`config.mk`:
```
export PLATFORM = sky130hd
export DESIGN_NAME = axi_lite_master
export DESIGN_NICKNAME = d
export VERILOG_FILES = /design/src/rtl/axi_lite_master.sv
export SDC_FILE = /design/constraint.sdc
export NUM_CORES = 1
export LEC_CHECK = 0
export BUFFER_PORTS_ARGS = -buffer_cell sky130_fd_sc_hd__buf_2
export CORE_MARGIN = 1.5
export CORE_UTILIZATION = 34
export DETAILED_ROUTE_END_ITERATION = 6
export SYNTH_ARGS = -nofsm -noshare
export SYNTH_HDL_FRONTEND = slang
export SYNTH_SLANG_ARGS = --single-unit
```
`constraint.sdc`:
```
create_clock -name s_axi_aclk -period 2.7 [get_ports s_axi_aclk]
set_clock_uncertainty 0.15 [all_clocks]
set_input_delay 0 -clock s_axi_aclk [delete_from_list [all_inputs] [get_ports s_axi_aclk]]
set_output_delay 0 -clock s_axi_aclk [all_outputs]
set_load 0.01 [all_outputs]
```
`src/rtl/axi_lite_master.sv`:
```
// Single-outstanding AXI4-Lite initiator: command/response handshake in, AXI4-Lite master out.
// Define AXIL_MST_STATS_EN to add saturating write/read/error completion counters.
module axi_lite_master #(
    parameter int ADDR_WIDTH = 32,
    parameter int DATA_WIDTH = 32
) (
    input  logic                    s_axi_aclk,
    input  logic                    s_axi_aresetn,
    input  logic                    cmd_valid,
    output logic                    cmd_ready,
    input  logic                    cmd_write,
    input  logic [ADDR_WIDTH-1:0]   cmd_addr,
    input  logic [DATA_WIDTH-1:0]   cmd_wdata,
    input  logic [DATA_WIDTH/8-1:0] cmd_wstrb,
    input  logic [2:0]              cmd_prot,
    output logic                    rsp_valid,
    input  logic                    rsp_ready,
    output logic                    rsp_write,
    output logic [DATA_WIDTH-1:0]   rsp_rdata,
    output logic [1:0]              rsp_resp,
`ifdef AXIL_MST_STATS_EN
    input  logic                    stat_clr,
    output logic [15:0]             stat_wr_cnt,
    output logic [15:0]             stat_rd_cnt,
    output logic [15:0]             stat_err_cnt,
`endif
    output logic [ADDR_WIDTH-1:0]   s_axi_araddr,
    output logic                    s_axi_arvalid,
    output logic [2:0]              s_axi_arprot,
    input  logic                    s_axi_arready,
    input  logic [DATA_WIDTH-1:0]   s_axi_rdata,
    input  logic [1:0]              s_axi_rresp,
    input  logic                    s_axi_rvalid,
    output logic                    s_axi_rready,
    output logic [ADDR_WIDTH-1:0]   s_axi_awaddr,
    output logic                    s_axi_awvalid,
    output logic [2:0]              s_axi_awprot,
    input  logic                    s_axi_awready,
    output logic [DATA_WIDTH-1:0]   s_axi_wdata,
    output logic [DATA_WIDTH/8-1:0] s_axi_wstrb,
    output logic                    s_axi_wvalid,
    input  logic                    s_axi_wready,
    input  logic [1:0]              s_axi_bresp,
    input  logic                    s_axi_bvalid,
    output logic                    s_axi_bready
);
    localparam int SW = DATA_WIDTH / 8;

    typedef enum logic [2:0] {IDLE, WR_REQ, WR_RESP, RD_REQ, RD_DATA, RSP} state_t;

    state_t                state_q, state_d;
    logic                  cmd_ready_q, cmd_ready_d;
    logic                  awvalid_q, awvalid_d, wvalid_q, wvalid_d, bready_q, bready_d;
    logic                  arvalid_q, arvalid_d, rready_q, rready_d;
    logic                  rsp_valid_q, rsp_valid_d, rsp_write_q, rsp_write_d;
    logic [ADDR_WIDTH-1:0] awaddr_q, awaddr_d, araddr_q, araddr_d;
    logic [DATA_WIDTH-1:0] wdata_q, wdata_d, rsp_rdata_q, rsp_rdata_d;
    logic [SW-1:0]         wstrb_q, wstrb_d;
    logic [2:0]            awprot_q, awprot_d, arprot_q, arprot_d;
    logic [1:0]            rsp_resp_q, rsp_resp_d;
    logic                  b_hs, r_hs;

    assign b_hs = (state_q == WR_RESP) && s_axi_bvalid && bready_q;
    assign r_hs = (state_q == RD_DATA) && s_axi_rvalid && rready_q;

    always_comb begin
        state_d     = state_q;
        cmd_ready_d = cmd_ready_q;
        awvalid_d   = awvalid_q;
        wvalid_d    = wvalid_q;
        bready_d    = bready_q;
        arvalid_d   = arvalid_q;
        rready_d    = rready_q;
        rsp_valid_d = rsp_valid_q;
        rsp_write_d = rsp_write_q;
        rsp_rdata_d = rsp_rdata_q;
        rsp_resp_d  = rsp_resp_q;
        awaddr_d    = awaddr_q;
        araddr_d    = araddr_q;
        wdata_d     = wdata_q;
        wstrb_d     = wstrb_q;
        awprot_d    = awprot_q;
        arprot_d    = arprot_q;
        case (state_q)
            IDLE: begin
                cmd_ready_d = 1'b1;
                if (cmd_valid && cmd_ready_q) begin
                    cmd_ready_d = 1'b0;
                    if (cmd_write) begin
                        awaddr_d  = cmd_addr;
                        awprot_d  = cmd_prot;
                        wdata_d   = cmd_wdata;
                        wstrb_d   = cmd_wstrb;
                        awvalid_d = 1'b1;
                        wvalid_d  = 1'b1;
                        state_d   = WR_REQ;
                    end else begin
                        araddr_d  = cmd_addr;
                        arprot_d  = cmd_prot;
                        arvalid_d = 1'b1;
                        state_d   = RD_REQ;
                    end
                end
            end
            WR_REQ: begin
                // AW and W complete independently; a lowered valid marks its channel done.
                if (awvalid_q && s_axi_awready) awvalid_d = 1'b0;
                if (wvalid_q && s_axi_wready)   wvalid_d  = 1'b0;
                if ((!awvalid_q || s_axi_awready) && (!wvalid_q || s_axi_wready)) begin
                    bready_d = 1'b1;
                    state_d  = WR_RESP;
                end
            end
            WR_RESP: begin
                if (b_hs) begin
                    bready_d    = 1'b0;
                    rsp_valid_d = 1'b1;
                    rsp_write_d = 1'b1;
                    rsp_rdata_d = '0;
                    rsp_resp_d  = s_axi_bresp;
                    state_d     = RSP;
                end
            end
            RD_REQ: begin
                if (arvalid_q && s_axi_arready) begin
                    arvalid_d = 1'b0;
                    rready_d  = 1'b1;
                    state_d   = RD_DATA;
                end
            end
            RD_DATA: begin
                if (r_hs) begin
                    rready_d    = 1'b0;
                    rsp_valid_d = 1'b1;
                    rsp_write_d = 1'b0;
                    rsp_rdata_d = s_axi_rdata;
                    rsp_resp_d  = s_axi_rresp;
                    state_d     = RSP;
                end
            end
            RSP: begin
                if (rsp_ready) begin
                    rsp_valid_d = 1'b0;
                    cmd_ready_d = 1'b1;
                    state_d     = IDLE;
                end
            end
            default: state_d = IDLE;
        endcase
    end

    always_ff @(posedge s_axi_aclk or negedge s_axi_aresetn) begin
        if (!s_axi_aresetn) begin
            state_q     <= IDLE;
            cmd_ready_q <= 1'b0;
            awvalid_q   <= 1'b0;
            wvalid_q    <= 1'b0;
            bready_q    <= 1'b0;
            arvalid_q   <= 1'b0;
            rready_q    <= 1'b0;
            rsp_valid_q <= 1'b0;
            rsp_write_q <= 1'b0;
            rsp_rdata_q <= '0;
            rsp_resp_q  <= '0;
            awaddr_q    <= '0;
            araddr_q    <= '0;
            wdata_q     <= '0;
            wstrb_q     <= '0;
            awprot_q    <= '0;
            arprot_q    <= '0;
        end else begin
            state_q     <= state_d;
            cmd_ready_q <= cmd_ready_d;
            awvalid_q   <= awvalid_d;
            wvalid_q    <= wvalid_d;
            bready_q    <= bready_d;
            arvalid_q   <= arvalid_d;
            rready_q    <= rready_d;
            rsp_valid_q <= rsp_valid_d;
            rsp_write_q <= rsp_write_d;
            rsp_rdata_q <= rsp_rdata_d;
            rsp_resp_q  <= rsp_resp_d;
            awaddr_q    <= awaddr_d;
            araddr_q    <= araddr_d;
            wdata_q     <= wdata_d;
            wstrb_q     <= wstrb_d;
            awprot_q    <= awprot_d;
            arprot_q    <= arprot_d;
        end
    end

`ifdef AXIL_MST_STATS_EN
    logic [15:0] wr_cnt_q, rd_cnt_q, err_cnt_q;

    always_ff @(posedge s_axi_aclk or negedge s_axi_aresetn) begin
        if (!s_axi_aresetn) begin
            wr_cnt_q  <= '0;
            rd_cnt_q  <= '0;
            err_cnt_q <= '0;
        end else if (stat_clr) begin
            wr_cnt_q  <= '0;
            rd_cnt_q  <= '0;
            err_cnt_q <= '0;
        end else begin
            if (b_hs && wr_cnt_q != 16'hFFFF) wr_cnt_q <= wr_cnt_q + 16'd1;
            if (r_hs && rd_cnt_q != 16'hFFFF) rd_cnt_q <= rd_cnt_q + 16'd1;
            if (((b_hs && s_axi_bresp[1]) || (r_hs && s_axi_rresp[1])) && err_cnt_q != 16'hFFFF)
                err_cnt_q <= err_cnt_q + 16'd1;
        end
    end

    assign stat_wr_cnt  = wr_cnt_q;
    assign stat_rd_cnt  = rd_cnt_q;
    assign stat_err_cnt = err_cnt_q;
`endif

    assign cmd_ready     = cmd_ready_q;
    assign rsp_valid     = rsp_valid_q;
    assign rsp_write     = rsp_write_q;
    assign rsp_rdata     = rsp_rdata_q;
    assign rsp_resp      = rsp_resp_q;
    assign s_axi_araddr  = araddr_q;
    assign s_axi_arvalid = arvalid_q;
    assign s_axi_arprot  = arprot_q;
    assign s_axi_rready  = rready_q;
    assign s_axi_awaddr  = awaddr_q;
    assign s_axi_awvalid = awvalid_q;
    assign s_axi_awprot  = awprot_q;
    assign s_axi_wdata   = wdata_q;
    assign s_axi_wstrb   = wstrb_q;
    assign s_axi_wvalid  = wvalid_q;
    assign s_axi_bready  = bready_q;
endmodule

```
==> Flow_metrics.wiki, run 1 <==
{| class="wikitable"
! Metric !! Value
|-
| Status || complete, no violations
|-
| Largest net degree at the start of global routing || 59
|-
| Total setup buffers inserted after CTS || 0
|-
| Worst hold path type || input port to async pin
|-
| Required time of the critical path || 2840 ps
|-
| CTS Buffer Depth || 2
|-
| Remaining DRCs || 0
|-
| DPL Wire Length || 10700 microns
|-
| Post-CTS Resized || 0
|-
| Average via count per standard cell || 4.69
|-
| Post-Place Setup Slack || 544 ps
|-
| Worst hold slack after final layout || 5.56 ps
|-
| Library cells used by synthesis || 36
|-
| Clock latency reported for the late side of the worst-skew pair || 410 ps
|-
| Core Region || 17400 sq um
|-
| Total count of hold-check failures in the final report || 0
|-
| Overall Global Routing Usage || 17.7%
|-
| Die height || 137 microns
|-
| Sort of element at the start of the critical path || flop
|-
| Most common flop cell mapped by yosys || sky130_fd_sc_hd__dfrtp_1
|-
| Vias in the first global route || 5040
|-
| Net Count, Synth || 499
|-
| Critical Path Sink Type || flop
|-
| Count of port buffers added during placement || 264
|-
| Total inserted antenna cells || 0
|-
| Global-route wire length before repair || 25600 microns
|-
| TritonCTS clock tree || built
|-
| Remaining max-slew budget at the tightest pin || 63.7%
|-
| Final estimated routing congestion in global placement || 0.788
|-
| EDFF count, synth || 0
|-
| Flops & latches, synth || 151
|-
| Kind of critical path || flop to flop
|-
| Share of the yosys chip area belonging to registers || 62.2%
|-
| Number of clock buffers inserted by TritonCTS || 17
|-
| I/O pin total || 265
|-
| Layout overhead on the synthesized area || 54.7%
|-
| Post-DRT Antenna Nets || 0
|-
| Worst Slack Setup Final || 504 ps
|-
| Die Outline Area || 18700 sq um
|-
| Cts hold-fix bufs || 118
|-
| Leakage Power || 4.89 nW
|-
| Proportion of layout cells with a drive suffix above 1 || 53.1%
|-
| Transition time of the tightest slew-check pin || 544 ps
|-
| Number of warnings issued by yosys || 0
|-
| Cell area after technology mapping || 6080 sq um
|-
| Total power per unit cell area || 1050 nW/um^2
|-
| Final clock period utilization by the worst path || 81.3%
|-
| Site Rows || 48
|-
| Number of levels the H-tree was split into || 4
|-
| Worst EP arrival || 2340 ps
|-
| Wire length per cell || 16.4 microns
|-
| Clock transition at the register clock pins on the worst setup and hold paths after CTS || 60 ps
|-
| Maximum operating frequency || 455 MHz
|-
| Antenna violations before repair || 0
|-
| Via count || 4727
|-
| Layout net count || 887
|-
| Cell chosen for the clock root || sky130_fd_sc_hd__clkbuf_16
|-
| Peak supply drop || 0.000666 V
|-
| Count of maximum capacitance violations || 0
|-
| Number of standard cells after synthesis || 382
|-
| Setup violators final || 0
|-
| Die boundary width || 137 microns
|-
| Starting Density || 35.0%
|-
| Synthesized area per cell || 15.9 sq um
|-
| Setup repair after global routing missed its margin || no
|-
| Drt first pass iters || 5
|-
| Count of final max-slew check failures || 0
|-
| Sinks on Clock Net || 151
|-
| Total Neg Setup Slack || 0 ps
|-
| Drt initial violations || 186
|-
| CP max FO || 58
|-
| Minimum clock period || 2200 ps
|-
| Post-synth ARST share || 100%
|-
| Residual overflow from global routing || 0
|-
| Total Wirelength || 16500 microns
|}
metal layers:
| layer | wire [microns] | vias to the layer above | track usage, % | share of wire, % |
|---|---|---|---|---|
| met5 | 0 | - | 0 | 0 |
| met2 | 8210 | 179 | 30.8 | 50 |
| met4 | 418 | 0 | 7.21 | 2.5 |
| met3 | 963 | 33 | 4.63 | 5.8 |
| li1 | - | 2157 | - | - |
| met1 | 6900 | 2358 | 20.8 | 42 |
per-stage QoR:
step	total power [W]	util, %	std cells	instance area (sq um)
2_1_floorplan	0.00603	-	382	6080
3_3_place_gp	0.00745	44.1	858	7660
3_5_place_dp	0.00757	44.1	858	7660
4_1_cts	0.0100	54.2	1007	9400
5_1_grt	0.0106	54.2	1007	9400
6_report	0.00992	54.2	1007	9400
cells in the final DEF (no fill, tap or decap), types with 5 or more instances in the layout:
master and n:
sky130_fd_sc_hd__buf_2 263, sky130_fd_sc_hd__dfrtp_1 151, sky130_fd_sc_hd__dlygate4sd3_1 117, sky130_fd_sc_hd__mux2_4 68, sky130_fd_sc_hd__mux2_2 38, sky130_fd_sc_hd__a22o_1 32
sky130_fd_sc_hd__clkbuf_16 17, sky130_fd_sc_hd__nand2_1 13, sky130_fd_sc_hd__a21oi_1 7, sky130_fd_sc_hd__buf_4 7, sky130_fd_sc_hd__nand2b_1 5, sky130_fd_sc_hd__o21ai_0 5
power by group:
| group | switching, W | leakage [nW] | internal (W) |
|---|---|---|---|
| Combinational | 0.00172 | 2.75 | 0.00215 |
| Clock | 0.000932 | 0.259 | 0.00129 |
| Sequential | 0.000559 | 1.88 | 0.00327 |
| Total | 0.00321 | 4.89 | 0.00671 |
layout make-up:
| type | count | area [sq um] |
|---|---|---|
| fillers | 1461 | 7950 |
| well taps | 225 | 282 |
| repair buffers | 392 | 2640 |
| flip-flops and latches | 151 | 3780 |
| inverters | 4 | 15.0 |
| clock buffers | 20 | 447 |
| multi-input cells | 204 | 2140 |
| clock inverters | 11 | 101 |
final timing paths:
kind | from | endpoint | slack (ps) | cells after the start
max in group asynchronous | s_axi_aresetn | rsp_rdata[19] | 1870 | 3
worst min-delay path | s_axi_aresetn | s_axi_awaddr[3] | 6 | 3
worst max-delay path | state_q[2] | s_axi_awaddr[12] | 500 | 4
min in group s_axi_aclk | s_axi_rdata[27] | rsp_rdata[27] | 190 | 3
worst min register to register | rsp_resp[0] | rsp_resp[0] | 340 | 2
worst max register to register | state_q[2] | s_axi_awaddr[12] | 500 | 4
cells in the mapped netlist (5+ instances only):
cell type	count	area, sq um
sky130_fd_sc_hd__mux2_2	38	428
sky130_fd_sc_hd__buf_6	8	90.1
sky130_fd_sc_hd__a22o_1	32	280
sky130_fd_sc_hd__clkbuf_1	10	37.5
sky130_fd_sc_hd__o21ai_0	5	25.0
sky130_fd_sc_hd__mux2_4	68	1020
sky130_fd_sc_hd__dfrtp_1	151	3780
sky130_fd_sc_hd__nand2b_1	5	31.3
sky130_fd_sc_hd__a21oi_1	7	35.0
sky130_fd_sc_hd__nand2_1	13	48.8
logic make-up (layout without fill, tap and decap cells):
kind of cell,after synthesis,after routing,share of synthesized area [%]
AO/OA/AOI/OAI,57,57,7.25
buffers and inverters,27,427,2.74
flip-flops,151,151,62.2
multiplexers,108,108,24.2
AND/OR/NAND/NOR,39,39,3.66
worst max-delay path: stages, from the launching register on:
cell and delay (ps):
sky130_fd_sc_hd__dfrtp_1 380, sky130_fd_sc_hd__or3_4 410, sky130_fd_sc_hd__or3_4 450, sky130_fd_sc_hd__buf_12 260, sky130_fd_sc_hd__mux2_4 360
registers in the layout (all words and copies together) (netlist names):
signal,count
rsp_rdata,32
s_axi_araddr,32
s_axi_awaddr,32
s_axi_wdata,32
s_axi_wstrb,4
s_axi_arprot,3
s_axi_awprot,3
state_q,3
rsp_resp,2
cmd_ready,1
rsp_valid,1
rsp_write,1
s_axi_arvalid,1
s_axi_awvalid,1
s_axi_bready,1
s_axi_rready,1
s_axi_wvalid,1
Power figures use the tool's default switching activity.
==> inputs of run 2 (changes only) <==
- clock period: 2.7 -> 2 ns (I/O delays scaled with it)
==> Flow_metrics.wiki, run 2 (same netlist as run 1, synthesis figures left out) <==
{| class="wikitable"
! Metric !! Value
|-
| Layout overhead on the synthesized area || 57.6%
|-
| Starting Density || 35.0% (unchanged)
|-
| Die boundary width || 137 microns (unchanged)
|-
| Leakage Power || 4.98 nW (+1.8%)
|-
| Minimum clock period || 1960 ps (-239 ps)
|-
| Count of final max-slew check failures || 0 (unchanged)
|-
| R2r worst-path depth || 5 (+1)
|-
| Final estimated routing congestion in global placement || 0.766 (-2.8%)
|-
| Worst EP arrival || 2100 ps (-240 ps)
|-
| Post-DRT Antenna Nets || 0 (unchanged)
|-
| Remaining DRCs || 0 (unchanged)
|-
| Site Rows || 48 (unchanged)
|-
| Overall Global Routing Usage || 16.8% (-0.90 points)
|-
| Part of the total power dissipated in the clock network || 23.4% (+1.0 points)
|-
| Number of filler cells placed in the layout || 1410 (-3.5%)
|-
| Setup repair after global routing missed its margin || yes
|-
| Layout net count || 895 (+0.90%)
|-
| Residual overflow from global routing || 0 (unchanged)
|-
| Net switching power || 0.00438 W (+36%)
|-
| Most common library cell in the layout ignoring fill and taps || sky130_fd_sc_hd__buf_2
|-
| CP max FO || 18 (-69%)
|-
| Switching part of the total || 32.0% (-0.38 points)
|-
| Clock transition at the register clock pins on the worst setup and hold paths after CTS || 60 ps (about the same)
|-
| Area taken by flip-flops and latches || 3780 sq um (unchanged)
|-
| Die height || 137 microns (unchanged)
|-
| Number of clock buffers inserted by TritonCTS || 17 (unchanged)
|-
| Sinks on Clock Net || 151 (unchanged)
|-
| I/O pin total || 265 (unchanged)
|-
| Clock latency reported for the late side of the worst-skew pair || 410 ps (about the same)
|-
| Cell chosen for the clock root || sky130_fd_sc_hd__clkbuf_16
|-
| Required time of the critical path || 2140 ps (-700 ps)
|-
| Status || complete, no violations
|-
| Top library cells by usage in the layout, fill and taps aside || sky130_fd_sc_hd__buf_2, sky130_fd_sc_hd__dfrtp_1, sky130_fd_sc_hd__dlygate4sd3_1
|-
| Kind of critical path || flop to flop
|-
| Total power per unit cell area || 1430 nW/um^2 (+36%)
|-
| Average via count per standard cell || 4.66 (-0.73%)
|-
| Global-route wire length before repair || 24200 microns (-5.3%)
|-
| Remaining max-slew budget at the tightest pin || 70.2% (+6.5 points)
|-
| Vias in the first global route || 4839 (-4.0%)
|-
| Via count || 4730 (+0.063%)
|-
| Total count of hold-check failures in the final report || 0 (unchanged)
|-
| Sort of element at the start of the critical path || flop
|-
| Internal cell power || 0.00931 W (+39%)
|-
| Maximum operating frequency || 511 MHz (+12%)
|-
| Die Outline Area || 18700 sq um (unchanged)
|-
| TritonCTS clock tree || built
|-
| Largest net degree at the start of global routing || 85 (+44%)
|-
| Total Neg Setup Slack || 0 ps (unchanged)
|-
| Drt first pass iters || 4 (-1)
|-
| Final clock period utilization by the worst path || 97.8% (+17 points)
|-
| Proportion of layout cells with a drive suffix above 1 || 53.8% (+0.73 points)
|-
| DPL Wire Length || 10600 microns (-0.83%)
|-
| Wire length per cell || 15.8 microns (-3.8%)
|-
| Worst hold path stage count || 3
|-
| Antenna violations before repair || 0 (unchanged)
|-
| Number of levels the H-tree was split into || 4 (unchanged)
|-
| Post-layout utilization of the core || 55.2% (+0.99 points)
|-
| Combinational share of power || 38.9% (about the same)
|-
| Count of maximum capacitance violations || 0 (unchanged)
|-
| Core Region || 17400 sq um (unchanged)
|-
| Peak supply drop || 0.000772 V (+16%)
|-
| Worst hold path type || input port to flop
|-
| CTS Buffer Depth || 2 (unchanged)
|-
| Transition time of the tightest slew-check pin || 447 ps (-97.7 ps)
|-
| Area occupied by multi-input gates || 2150 sq um (+0.29%)
|-
| Critical Path Sink Type || flop
|-
| Power share of the sequential group || 37.7% (-0.9 points)
|-
| Count of port buffers added during placement || 264 (unchanged)
|-
| Total inserted antenna cells || 0 (unchanged)
|-
| Setup violators final || 0 (unchanged)
|-
| Drt initial violations || 148 (-20%)
|-
| Total Wirelength || 16000 microns (-3.0%)
|}
-- run 2: changes by cell type in the layout (fill, tap and decap cells not counted), sizes merged --
cell,before,now
bufinv,1,2
clkbuf,20,19
dlygate4sd3,117,118
clkinv,4,5
buf,275,282
inv,6,7
clkinvlp,4,2
-- run 2: metal layers --
layer	track usage, %	wire [microns]	up-vias
li1	-	-	2177
met1	19.8	6610	2335
met2	29.1	8040	179
met3	3.59	847	39
met4	8.22	496	0
met5	0	0	-
-- run 2: timing repair --
| item | 4_1_cts | 5_1_grt |
|---|---|---|
| setup endpoints to repair | 0 | 31 |
| hold endpoints to repair | 301 | 0 |
| resized for setup | 0 | 2 |
| hold buffers | 119 | 0 |
| setup buffers | 0 | 0 |
-- run 2: path summary, 6_finish.rpt --
path,startpoint,slack [ps],end
max,state_q[1],40,s_axi_araddr[4]
min,s_axi_rdata[1],190,rsp_rdata[1]
max reg2reg,state_q[1],40,s_axi_araddr[4]
min reg2reg,rsp_rdata[11],350,rsp_rdata[11]
max in group asynchronous,s_axi_aresetn,690,rsp_rdata[2]
min in group asynchronous,s_axi_aresetn,550,s_axi_wdata[16]
-- run 2: critical path: stages (launching register included) --
cell and delay, ps:
sky130_fd_sc_hd__dfrtp_1 370, sky130_fd_sc_hd__or3_4 380, sky130_fd_sc_hd__buf_4 150, sky130_fd_sc_hd__nor3_4 210
sky130_fd_sc_hd__buf_12 210, sky130_fd_sc_hd__mux2_2 350
-- run 2: power by group through the flow --
| stage | registers [W] | clock network (W) | logic (W) |
|---|---|---|---|
| 6_report | 0.00517 | 0.00320 | 0.00532 |
| 5_1_grt | 0.00532 | 0.00344 | 0.00571 |
| 4_1_cts | 0.00516 | 0.00329 | 0.00534 |
| 3_5_place_dp | 0.00518 | 0 | 0.00512 |
| 3_3_place_gp | 0.00515 | 0 | 0.00499 |
| 2_1_floorplan | 0.00578 | 0 | 0.00236 |
-- run 2: area by class of cell --
class | instances | area share [%]
clock inverter | 12 | 1.50
multi-input combinational | 204 | 22.4
inverter | 4 | 0.157
clock buffer | 19 | 4.73
timing repair buffer | 400 | 28.8
tap | 225 | 2.94
sequential | 151 | 39.5
-- run 2: stage by stage --
step,hold WS (ps),setup WS [ps],power [W],instances,area (sq um)
after floorplan,-446,50.3,0.00814,382,6080
final,190,43.2,0.0137,1015,9580
after CTS,164,23.9,0.0138,1015,9570
after global routing,179,-20.9,0.0145,1015,9580
after detailed placement,-234,36.9,0.0103,865,7770
after global placement,-242,58.4,0.0101,865,7770
==> inputs of run 3 (changes only) <==
- CORE_MARGIN: 1.5 -> 2
- CORE_UTILIZATION: 34 -> 42
- PLACE_DENSITY: not set -> 0.75
==> Flow_metrics.wiki, run 3 (same netlist as run 1, synthesis figures left out) <==
{| class="wikitable"
! Metric !! Value
|-
| Die height || 124 microns (-9.1%)
|-
| Worst hold path stage count || 3 (unchanged)
|-
| Proportion of layout cells with a drive suffix above 1 || 53.4% (-0.37 points)
|-
| CP max FO || 28 (+10)
|-
| Core Region || 14000 sq um (-19%)
|-
| Final clock period utilization by the worst path || 101% (+2.7 points)
|-
| Setup violators final || 8 (+8)
|-
| Drt initial violations || 286 (+93%)
|-
| Kind of critical path || flop to flop
|-
| Worst Slack Setup Final || -10.3 ps (-53.5 ps)
|-
| Total power per unit cell area || 1460 nW/um^2 (+2.4%)
|-
| Count of final max-slew check failures || 0 (unchanged)
|-
| Number of clock buffers inserted by TritonCTS || 17 (unchanged)
|-
| Clock transition at the register clock pins on the worst setup and hold paths after CTS || 60 ps (about the same)
|-
| Final std cell area, no fill || 9500 sq um (-0.80%)
|-
| Vias in the first global route || 5325 (+10%)
|-
| Critical Path Sink Type || flop
|-
| I/O pin total || 265 (unchanged)
|-
| Remaining DRCs || 0 (unchanged)
|-
| Total Wirelength || 17200 microns (+7.7%)
|-
| Total count of hold-check failures in the final report || 0 (unchanged)
|-
| Final estimated routing congestion in global placement || 0.813 (+6.2%)
|-
| Remaining max-slew budget at the tightest pin || 69.8% (-0.38 points)
|-
| Transition time of the tightest slew-check pin || 452 ps (+5.73 ps)
|-
| Sort of element at the start of the critical path || flop
|-
| Count of maximum capacitance violations || 0 (unchanged)
|-
| Minimum clock period || 2010 ps (+53.5 ps)
|-
| Total Neg Setup Slack || -29.0 ps (-29.0 ps)
|-
| Final non-filler cell total || 971 (-4.3%)
|-
| Overall Global Routing Usage || 22.7% (+5.9 points)
|-
| Leakage Power || 4.95 nW (-0.44%)
|-
| Total power || 0.0139 W (+1.6%)
|-
| Required time of the critical path || 2140 ps (about the same)
|-
| Layout overhead on the synthesized area || 56.3%
|-
| Sinks on Clock Net || 151 (unchanged)
|-
| Site Rows || 43 (-10%)
|-
| Largest net degree at the start of global routing || 59 (-31%)
|-
| Die boundary width || 124 microns (-9.1%)
|-
| R2r worst-path depth || 4 (-1)
|-
| Peak supply drop || 0.000624 V (-19%)
|-
| Post-DRT Antenna Nets || 0 (unchanged)
|-
| Layout net count || 892 (-0.34%)
|-
| Violations in the final reports || setup timing
|-
| Antenna violations before repair || 2 (+2)
|-
| Residual overflow from global routing || 0 (unchanged)
|-
| Die Outline Area || 15400 sq um (-17%)
|-
| TritonCTS clock tree || built
|-
| Cells after DPL || 818 (-5.4%)
|-
| Post-Place Setup Slack || 37.4 ps (+0.552 ps)
|-
| Wire length per cell || 17.7 microns (+13%)
|-
| Placement-stage cell area || 7690 sq um (-1.1%)
|-
| Cell chosen for the clock root || sky130_fd_sc_hd__clkbuf_16
|-
| Starting Density || 43.4% (+8.4 points)
|-
| Global-route wire length before repair || 27900 microns (+15%)
|-
| Most common library cell in the layout ignoring fill and taps || sky130_fd_sc_hd__buf_2
|-
| Worst EP arrival || 2150 ps (+50 ps)
|-
| Average via count per standard cell || 5.00 (+7.3%)
|-
| Count of port buffers added during placement || 264 (unchanged)
|-
| CTS Buffer Depth || 2 (unchanged)
|-
| Status || finished, violations left
|-
| Clock latency reported for the late side of the worst-skew pair || 410 ps (about the same)
|-
| Setup repair after global routing missed its margin || yes
|-
| DPL Wire Length || 10700 microns (+1.4%)
|-
| Worst hold path type || input port to flop
|-
| Drt first pass iters || 4 (unchanged)
|-
| Via count || 4857 (+2.7%)
|-
| Maximum operating frequency || 497 MHz (-2.7%)
|-
| Number of levels the H-tree was split into || 4 (unchanged)
|-
| Top library cells by usage in the layout, fill and taps aside || sky130_fd_sc_hd__buf_2, sky130_fd_sc_hd__dfrtp_1, sky130_fd_sc_hd__dlygate4sd3_1
|}
-- run 3: routing by layer --
metal | up-vias | wire [microns] | GRT usage [%]
li1 | 2178 | - | -
met1 | 2420 | 6550 | 25.7
met2 | 215 | 9140 | 39.8
met3 | 44 | 1000 | 6.14
met4 | 0 | 537 | 10.8
met5 | - | 0 | 0
-- run 3: repair_timing --
item / CTS / global route
setup buffers: 0 / 0
endpoints found under the setup margin: 0 / 86
hold endpoints to repair: 300 / 0
hold buffers: 118 / 0
gates resized for setup: 0 / 3
-- run 3: final timing paths --
check	slack, ps	endpoint	from
min in group asynchronous	470	s_axi_araddr[17]	s_axi_aresetn
worst min-delay path	180	rsp_rdata[19]	s_axi_rdata[19]
worst min register to register	340	rsp_resp[1]	rsp_resp[1]
max in group asynchronous	530	rsp_rdata[28]	s_axi_aresetn
worst max-delay path	-10	s_axi_awaddr[17]	state_q[1]
worst max register to register	-10	s_axi_awaddr[17]	state_q[1]
-- run 3: stage by stage --
step,utilization [%],hold slack (ps)
5_1_grt,67.9,175
2_1_floorplan,-,-446
3_3_place_gp,55.0,-204
3_5_place_dp,55.0,-193
6_report,67.9,181
4_1_cts,67.8,158
-- run 3: critical path, cell delays in order (launching register included) --
cell                      delay, ps
sky130_fd_sc_hd__dfrtp_1        390
sky130_fd_sc_hd__or3_4          390
sky130_fd_sc_hd__or3_4          410
sky130_fd_sc_hd__buf_12         210
sky130_fd_sc_hd__mux2_4         320
-- run 3: area by class of cell --
type | count | area [sq um]
Clock inverter | 10 | 143
Inverter | 4 | 15.0
Fill cell | 961 | 4490
Sequential cell | 151 | 3780
Clock buffer | 22 | 474
Multi-Input combinational cell | 204 | 2150
Tap cell | 180 | 225
Antenna cell | 3 | 7.51
Timing Repair Buffer | 397 | 2710
-- run 3: power breakdown --
group	internal (W)	total, W	switching [W]
Sequential	0.00441	0.00523	0.000812
Combinational	0.00296	0.00537	0.00241
Clock	0.00207	0.00331	0.00124
Total	0.00944	0.0139	0.00446
